File: src/rtl/id_ex_stage_buffer.sv
// ID/EX pipeline stage: 2-entry skid buffer with valid/ready handshake,
// synchronous flush, bubble-zeroed control field and saturating stall counter.
module id_ex_stage_buffer #(
  parameter int unsigned DATA_W = 128,
  parameter int unsigned CTRL_W = 14,
  parameter int unsigned CNT_W  = 16
) (
  input  logic              clk,
  input  logic              rst,
  input  logic              in_valid,
  output logic              in_ready,
  input  logic [CTRL_W-1:0] in_ctrl,
  input  logic [DATA_W-1:0] in_data,
  output logic              out_valid,
  input  logic              out_ready,
  output logic [CTRL_W-1:0] out_ctrl,
  output logic [DATA_W-1:0] out_data,
  input  logic              flush,
  output logic [1:0]        occupancy,
  output logic [CNT_W-1:0]  stall_count
);

  typedef enum logic [1:0] {
    EMPTY = 2'd0,
    HALF  = 2'd1,
    FULL  = 2'd2
  } state_t;

  state_t state, nextState;

  logic [CTRL_W-1:0] mainCtrl, skidCtrl;
  logic [DATA_W-1:0] mainData, skidData;
  logic [CNT_W-1:0]  stallCnt;
  logic              accept, deliver;
  logic              loadMainIn, loadMainSkid, loadSkid;

  // Handshake outputs depend only on the state register.
  assign in_ready    = (state != FULL);
  assign out_valid   = (state != EMPTY);
  assign out_ctrl    = out_valid ? mainCtrl : '0;
  assign out_data    = mainData;
  assign stall_count = stallCnt;

  always_comb begin
    occupancy = 2'd0;
    case (state)
      HALF:    occupancy = 2'd1;
      FULL:    occupancy = 2'd2;
      default: occupancy = 2'd0;
    endcase
  end

  always_comb begin
    nextState    = state;
    loadMainIn   = 1'b0;
    loadMainSkid = 1'b0;
    loadSkid     = 1'b0;
    accept       = in_valid & in_ready & ~flush;
    deliver      = out_valid & out_ready;
    case (state)
      EMPTY: begin
        if (accept) begin
          loadMainIn = 1'b1;
          nextState  = HALF;
        end
      end
      HALF: begin
        if (accept && deliver) begin
          loadMainIn = 1'b1;
        end else if (accept) begin
          loadSkid  = 1'b1;
          nextState = FULL;
        end else if (deliver) begin
          nextState = EMPTY;
        end
      end
      FULL: begin
        if (deliver) begin
          loadMainSkid = 1'b1;
          nextState    = HALF;
        end
      end
      default: nextState = EMPTY;
    endcase
    // Flush empties the stage but must leave out_data on its current value.
    if (flush) begin
      nextState    = EMPTY;
      loadMainSkid = 1'b0;
    end
  end

  always_ff @(posedge clk) begin
    if (!rst) state <= EMPTY;
    else      state <= nextState;
  end

  always_ff @(posedge clk) begin
    if (!rst) begin
      mainCtrl <= '0;
      mainData <= '0;
      skidCtrl <= '0;
      skidData <= '0;
    end else begin
      if (loadMainIn) begin
        mainCtrl <= in_ctrl;
        mainData <= in_data;
      end else if (loadMainSkid) begin
        mainCtrl <= skidCtrl;
        mainData <= skidData;
      end
      if (loadSkid) begin
        skidCtrl <= in_ctrl;
        skidData <= in_data;
      end
    end
  end

  always_ff @(posedge clk) begin
    if (!rst)
      stallCnt <= '0;
    else if (out_valid && !out_ready && (stallCnt != '1))
      stallCnt <= stallCnt + 1'b1;
  end

endmodule

File: config.mk
export PLATFORM = sky130hd
export DESIGN_NAME = id_ex_stage_buffer
export DESIGN_NICKNAME = d
export VERILOG_FILES = /design/src/rtl/id_ex_stage_buffer.sv
export SDC_FILE = /design/constraint.sdc
export NUM_CORES = 1
export LEC_CHECK = 0
export ABC_AREA = 1
export BUFFER_PORTS_ARGS = -buffer_cell sky130_fd_sc_hd__buf_2
export CAP_MARGIN = 20
export CORE_MARGIN = 2
export CORE_UTILIZATION = 35
export CTS_BUF_LIST = sky130_fd_sc_hd__clkbuf_4
export CTS_CLUSTER_DIAMETER = 60
export CTS_CLUSTER_SIZE = 40
export DETAILED_ROUTE_END_ITERATION = 16
export PLACE_DENSITY = 0.61
export SLEW_MARGIN = 20
export SYNTH_ARGS = -nofsm -noshare
export SYNTH_HDL_FRONTEND = slang
export SYNTH_SLANG_ARGS = --single-unit
File: constraint.sdc
create_clock -name clk -period 2.3 [get_ports clk]
set_input_delay 0.46 -clock clk [delete_from_list [all_inputs] [get_ports clk]]
set_output_delay 0.46 -clock clk [all_outputs]
set_load 0.005 [all_outputs]
==> results of run 1 <==
==> cell type report <==
type	count	area, um^2	share of cell area [%]
diodes	1	2.502	0.01579
inverters	176	663.1	4.184
clock inverters	17	197.7	1.247
flip-flops and latches	302	6048	38.16
repair buffers	472	3297	20.80
clock buffers	32	240.2	1.516
multi-input cells	1001	4831	30.48
well taps	455	569.3	3.592
==> cell usage after synthesis, types with 2 or more instances <==
cell and n:
inv_1 175, a21oi_1 297, dfxtp_1 302, nand3_1 23, o21ai_0 351, nand4_1 4
nor3_1 2, buf_6 9, xor2_1 2, buf_2 17, nand2_1 190, nor2_1 43
o21ai_1 76, clkbuf_1 102, xnor2_1 5
==> layer usage <==
metal / track usage, % / wire [um] / vias up
met5: 0 / 13 / -
met4: 4.085 / 709 / 2
met3: 3.247 / 2086 / 51
met2: 30.80 / 15920 / 349
met1: 25.02 / 16420 / 5572
li1: - / - / 6087
==> layout by cell type (no fill, tap or decap) <==
cell and n:
o21ai_0 351, buf_2 307, dfxtp_1 300, a21oi_1 297, nand2_1 190, inv_1 174
dlygate4sd3_1 142, o21ai_1 76, nor2_1 42, clkbuf_4 32, nand3_1 22, buf_12 13
buf_4 9, xnor2_1 5, nand4_1 4, clkinvlp_4 4, bufinv_16 3, inv_8 3
nor2_4 2, nand3_4 2, nor3_1 2, xor2_1 2, clkinv_1 2, clkinv_2 2
clkinv_4 2, dfxtp_2 2, diode_2 1, inv_2 1, inv_4 1, nor3_4 1
nand2_8 1, and2_4 1, a211oi_1 1, nor3b_1 1, ha_1 1, inv_6 1
buf_6 1
==> timing repair <==
item | CTS | global route
endpoints found under the setup margin | 15 | 10
pin swaps | 0 | 1
hold buffers | 142 | 0
buffers inserted | 0 | 1
hold endpoints to repair | 280 | 0
resized for setup | 5 | 0
==> cell families after synthesis <==
family | count (synthesis)
adder cells (fa/ha/maj) | 1
AO/OA/AOI/OAI | 725
XOR/XNOR | 7
AND/OR/NAND/NOR | 268
flip-flops | 302
buffers and inverters | 305
==> worst reg2reg max path, delay by kind of cell (launching register included) <==
kind | cells | cell delay, ns
compound gates | 1 | 0.17
simple gates | 4 | 0.99
flops | 1 | 0.46
buf+inv | 2 | 0.31
==> report_power, final <==
group	internal (W)	switching (W)
Combinational	0.000562	0.000613
Clock	0.00107	0.00189
Sequential	0.00542	0.0000986
Total	0.00705	0.00261
==> registers in the layout, summed over array words and instances, names as in the netlist <==
signal,cells
state,2
stall_count,16
skidCtrl,14
skidData,128
mainCtrl,14
out_data,128
==> worst paths after layout <==
check,endpoint,depth (start not counted)
setup / recovery,out_ctrl[10],4
hold / removal,state[1],4
setup reg to reg,mainCtrl[12],7
hold reg to reg,skidData[4],2
==> metrics by stage <==
step,cell area [um^2],cells,util [%],total power (W)
after floorplan,12070,1608,-,0.006128
after global placement,13970,2263,40.73,0.006591
after detailed placement,13970,2263,40.73,0.006607
after CTS,15840,2454,46.19,0.009791
after global routing,15850,2456,46.22,0.01015
final,15850,2456,46.22,0.009661
==> qor.log, run 1 <==
qor: clock_tree.ctsRootBufferMaster clkbuf_4
qor: floorplan.fp.dieArea 35990 um^2
qor: placement.quantity_of_i_o_buffers_inserted_on_ports 308
qor: detailed_routing.detailedRoute.firstIterationViolations 801
qor: timing.setup_viol_count_final 0
qor: timing.final.hold.worst_slack 0.1124 ns
qor: timing.slew_headroom 52.89%
qor: clock_tree.path_clk_slew 0.15 ns
qor: floorplan.row_count 68
qor: final_layout.layout_cells_sized_above_1 19.40%
qor: synth.yosysTopAreaCellShare 50.09%
qor: hold_path.min-delay-start flush
qor: final_layout.fillerInstances 3437
qor: synth.synthesis.area_per_instance 7.506 um^2
qor: synth.synth-async-reset-ratio 0%
qor: detailed_routing.drc 0
qor: synth.netlist_area 12070 um^2
qor: synth.postSynth.topFlopCell dfxtp_1
qor: global_routing.number_of_global_route_vias_before_repair 10990
qor: timing.timing_worst_slew_pin_value 0.7067 ns
qor: synth.synth-xor-area-share 0.5079%
qor: synth.synth-simple-area-share 8.967%
qor: synth.synth.yosys.seq_area_share 50.09%
qor: synth.synth_enable_flop_cells 0
qor: synth.synth_nets 1756
qor: worst_setup_path.critical_path.cell_chain nor2_4 > buf_6 > nor2_1 > buf_2
qor: timing.final.setup.worst_slack 0.1247 ns
qor: detailed_routing.detail_route.first_pass.iterations 6
qor: timing.fin_setup_tns 0 ns
qor: floorplan.num_io_pins 309
qor: timing.hold_viol_final 0
qor: timing.timing.final.crit_share 94.58%
qor: placement.place_ws 0.1830 ns
qor: worst_setup_path.path_buf_inv 2
qor: worst_setup_path.setup_crit_start_kind flop
qor: global_routing.grt_start_max_net_pins 161
qor: synth.area_share_of_fa_ha_maj_cells_after_synthesis 0.1037%
qor: final_layout.synthToLayoutAreaGrowth 31.31%
qor: timing.clock-skew-final 0.05702 ns
qor: worst_setup_path.critical_path.reg2reg.startpoint state[1]
qor: global_routing.grt_antenna_before_repair 2
qor: floorplan.dieWidth 189.7 um
qor: timing.layout_min_cycle_time 2.175 ns
qor: clock_tree.cts.htree.levels 1
qor: detailed_routing.routed_wire_length_per_instance 14.31 um
qor: synth.synth.yosys.warnings 0
qor: detailed_routing.route.vias.total 12060
qor: worst_setup_path.critical_path_required 1.84 ns
qor: global_routing.grt_pass1_wl 55.59 mm
qor: worst_setup_path.timing.critical_path.to_type primary output
qor: synth.synth_cells 1608
qor: outcome.run_status finished, final reports clean
qor: worst_setup_path.r2r_setup_slack 0.29 ns
qor: detailed_routing.drt-vias-per-instance 4.911
qor: clock_tree.clkLatencyLatePin 0.77 ns
qor: floorplan.fp.dieH 189.7 um
qor: power.power.ir.vdd_worst 379.2 uV
qor: detailed_routing.route.final.wire_length 35.15 mm
qor: synth.synth_top_family_by_area compound AO/OA/AOI/OAI gates
qor: run.drv_cap 0
qor: worst_setup_path.critical_path_class reg2out
qor: synth.register_bit_total_from_synthesis 302
qor: placement.dp_hpwl 21.21 mm
qor: worst_setup_path.worst_path_largest_cell_delay 0.47 ns
qor: synth.synth_compound_area_share 30.08%
qor: worst_setup_path.worst-path-max-fanout 11
qor: synth.post_synth_main_area_contributors dfxtp_1 50%, o21ai_0 15%, a21oi_1 12%, nand2_1 5.9%, inv_1 5.4%
qor: final_layout.finish.net_count 2128
qor: global_routing.gr-usage-all-layers 18.47%
qor: global_routing.overflow_left_after_global_routing 0
qor: clock_tree.cts_made_buffers 27
qor: timing.slew_violations 0
qor: power.power.density 609.5 nW/um^2
qor: worst_setup_path.arrival 1.72 ns
qor: timing.setup_repair_after_global_routing_missed_its_margin no
qor: floorplan.initial_utilization 35.20%
qor: clock_tree.tritoncts yes
qor: power.static-leakage-power 6.225 nW
qor: synth.synth.largest_area_cell dfxtp_1
qor: timing.max_freq 0.4597 GHz
qor: worst_setup_path.crit_slowest_cell dfxtp_2
qor: worst_setup_path.cp_top_family flip-flops
qor: hold_path.class_of_the_tightest_hold_or_removal_check in2reg
qor: clock_tree.buffer_depth_of_the_longest_clock_path 3
qor: detailed_routing.route.antenna.remaining_nets 0
qor: floorplan.floorplan.core_area 34290 um^2
qor: synth.synth.area.mux_share 0%
qor: worst_setup_path.crit_path_start state[0]
qor: placement.gp_congestion 0.7907
qor: clock_tree.clock_sinks 302
qor: synth.ys_types 25
Power figures use the tool's default switching activity.
==> inputs of run 2 (changes only) <==
--- a/config.mk
+++ b/config.mk
@@ -6,7 +6,6 @@
 export NUM_CORES = 1
 export LEC_CHECK = 0
 export ABC_AREA = 1
-export BUFFER_PORTS_ARGS = -buffer_cell sky130_fd_sc_hd__buf_2
 export CAP_MARGIN = 20
 export CORE_MARGIN = 2
 export CORE_UTILIZATION = 35
@@ -14,7 +13,8 @@
 export CTS_CLUSTER_DIAMETER = 60
 export CTS_CLUSTER_SIZE = 40
 export DETAILED_ROUTE_END_ITERATION = 16
-export PLACE_DENSITY = 0.61
+export DONT_BUFFER_PORTS = 1
+export PLACE_DENSITY = 0.53
 export SLEW_MARGIN = 20
 export SYNTH_ARGS = -nofsm -noshare
 export SYNTH_HDL_FRONTEND = slang
==> run 2 against run 1 <==
Net effect:
- clock skew decreased by 0.016 ns
- core utilization down 4.2 points
- count of clock-buffer cells in the layout decreased by 3
- sequential share of layout area is 3.8 points higher
- total power is 1.5% higher
- register-to-register slack lost 0.25 ns
- flip-flop and latch count is the same
- first-iteration DRC count shrank 35%
- routed wire length down 3.4%
- non-clock buffer count decreased by 308
- fmax is 3.8% lower
- worst hold slack barely moved
- critical path type is now reg2reg
- critical endpoint is now skidData[33]
- largest power group unchanged
==> qor.log, run 2 (synthesis gave the netlist of run 1 again) <==
qor: final_layout.synthToLayoutAreaGrowth 19.50%
qor: timing.hold_viol_final 0
qor: floorplan.dieWidth 189.7 um
qor: detailed_routing.routed_wire_length_per_instance 15.78 um
qor: clock_tree.tritoncts yes
qor: worst_setup_path.setup_crit_start_kind flop
qor: global_routing.grt_start_max_net_pins 147
qor: timing.clock-skew-final 0.04065 ns
qor: worst_setup_path.worst-path-max-fanout 70
qor: clock_tree.clock_sinks 302
qor: timing.layout_min_cycle_time 2.262 ns
qor: power.power_switching 0.002755 W
qor: worst_setup_path.critical_path_class reg2reg
qor: worst_setup_path.r2r_end skidData[33]
qor: timing.setup_repair_after_global_routing_missed_its_margin no
qor: detailed_routing.route.vias.total 11040
qor: floorplan.row_count 68
qor: timing.max_freq 0.4422 GHz
qor: floorplan.floorplan.core_area 34290 um^2
qor: power.static-leakage-power 4.854 nW
qor: power.p_sw_share 28.10%
qor: hold_path.class_of_the_tightest_hold_or_removal_check in2reg
qor: worst_setup_path.r2r_setup_slack 0.04 ns
qor: clock_tree.buffer_depth_of_the_longest_clock_path 3
qor: floorplan.fp.dieArea 35990 um^2
qor: timing.slew_headroom 49.41%
qor: worst_setup_path.critical_path_required 2.99 ns
qor: final_layout.final-instance-count-excl-fill 2152
qor: clock_tree.cts_made_buffers 29
qor: outcome.run_status finished, final reports clean
qor: detailed_routing.route.antenna.remaining_nets 0
qor: power.clock_power_share 34.3%
qor: global_routing.gr-usage-all-layers 17.62%
qor: detailed_routing.detailedRoute.firstIterationViolations 520
qor: placement.place_ws 0.2783 ns
qor: timing.slew_violations 0
qor: clock_tree.ctsRootBufferMaster clkbuf_4
qor: detailed_routing.drc 0
qor: hold_path.min_delay_path_depth 3
qor: power.power.density 679.6 nW/um^2
qor: final_layout.finish.net_count 1822
qor: worst_setup_path.timing.reg2reg.worst_path_depth 6
qor: power.comb_pwr_share 8.9%
qor: global_routing.number_of_global_route_vias_before_repair 9900
qor: worst_setup_path.arrival 2.96 ns
qor: final_layout.layout_cells_sized_above_1 5.012%
qor: global_routing.overflow_left_after_global_routing 0
qor: final_layout.mostFrequentLayoutCell o21ai_0
qor: floorplan.fp.dieH 189.7 um
qor: clock_tree.path_clk_slew 0.17 ns
qor: placement.place_inst 1948
qor: placement.dp_hpwl 19.42 mm
qor: worst_setup_path.timing.critical_path.to_type flop
qor: clock_tree.cts.htree.levels 1
qor: power.power.total 0.009803 W
qor: floorplan.initial_utilization 35.20%
qor: hold_path.min-delay-start rst
qor: hold_path.whs_endpoint skidData[44]
qor: placement.gp_congestion 0.7676
qor: run.drv_cap 0
qor: timing.final.hold.worst_slack 0.1124 ns
qor: placement.quantity_of_i_o_buffers_inserted_on_ports 0
qor: detailed_routing.route.final.wire_length 33.96 mm
qor: final_layout.fillerInstances 3541
qor: clock_tree.clkLatencyLatePin 0.77 ns
qor: global_routing.grt_pass1_wl 52.69 mm
qor: power.power.ir.vdd_worst 612.2 uV
qor: timing.final.setup.worst_slack 0.03838 ns
qor: power.internal_power 0.007048 W
qor: global_routing.grt_antenna_before_repair 1
qor: floorplan.num_io_pins 309
qor: worst_setup_path.critical_path.reg2reg.startpoint state[1]
qor: detailed_routing.drt-vias-per-instance 5.131
qor: timing.timing.final.crit_share 98.33%
qor: detailed_routing.detail_route.first_pass.iterations 5
qor: timing.timing_worst_slew_pin_value 0.7589 ns
qor: final_layout.commonest_non_fill_non_tap_cells_in_the_layout 351 x o21ai_0, 300 x dfxtp_1, 297 x a21oi_1
qor: timing.setup_viol_count_final 0
qor: power.seq_power_share 56.8%
qor: final_layout.final_cell_area 14420 um^2
qor: placement.placed_area 12320 um^2
run 2: cell count changes in the layout (fill, tap and decap cells not counted), moves of 3 or more:
cell and change:
buf_2 -307, buf_12 -5, inv_6 +5, nor2_2 +5, dlygate4sd3_1 +4, nor2_1 -4
buf_4 -3, clkbuf_4 -3, clkinv_8 +3
run 2: worst max path at each step:
stage / start / to / depth (start not counted)
after floorplan: flush / out_data[26] / 8
after global placement: out_ready / out_data[91] / 7
after detailed placement: out_ready / out_data[104] / 7
after CTS: state[1] / out_ctrl[8] / 3
after global routing: state[1] / skidData[33] / 6
final: state[1] / skidData[33] / 6
run 2: worst max-delay path, stage by stage (launching register included):
cell,delay (ns)
dfxtp_4,0.40
nor3_4,0.36
nand3_4,0.20
buf_16,0.23
o21ai_0,0.26
dlygate4sd3_1,0.61
a21oi_1,0.05
run 2: area by class of cell:
class / count / area [um^2] / area share [%]
Inverter: 176 / 663.1 / 4.598
Clock inverter: 24 / 326.6 / 2.264
Antenna cell: 1 / 2.502 / 0.01735
Timing Repair Buffer: 164 / 1758 / 12.19
Multi-Input combinational cell: 1001 / 4836 / 33.53
Clock buffer: 29 / 217.7 / 1.509
Tap cell: 455 / 569.3 / 3.947
Sequential cell: 302 / 6051 / 41.95
run 2: power by group through the flow:
stage | Combinational [W] | Clock (W) | Sequential (W)
2_1_floorplan | 0.000498 | 0 | 0.00563
3_3_place_gp | 0.000568 | 0 | 0.00568
3_5_place_dp | 0.000580 | 0 | 0.00568
4_1_cts | 0.000867 | 0.00352 | 0.00557
5_1_grt | 0.000985 | 0.00373 | 0.00559
6_report | 0.000871 | 0.00337 | 0.00557
run 2: stage by stage:
step	TNS, ns	util (%)
final	0	42.07
after detailed placement	0	35.94
after global placement	0	35.94
after global routing	0	42.07
after floorplan	0	-
after CTS	-0.03772	41.88
run 2: routing by layer:
layer / GRT usage, % / up-vias / share of wire (%)
met5: 0 / - / 0
met4: 4.293 / 0 / 2.0
met3: 5.350 / 49 / 8.3
met2: 28.85 / 331 / 46
met1: 22.73 / 5177 / 44
li1: - / 5484 / -
run 2: timing repair:
| item | 4_1_cts | 5_1_grt |
|---|---|---|
| gates resized for setup | 3 | 6 |
| setup buffers | 0 | 2 |
| pin swaps | 0 | 2 |
| hold buffers | 147 | 0 |
| endpoints found under the hold margin | 289 | 0 |
| cloned | 0 | 1 |
| endpoints found under the setup margin | 14 | 10 |
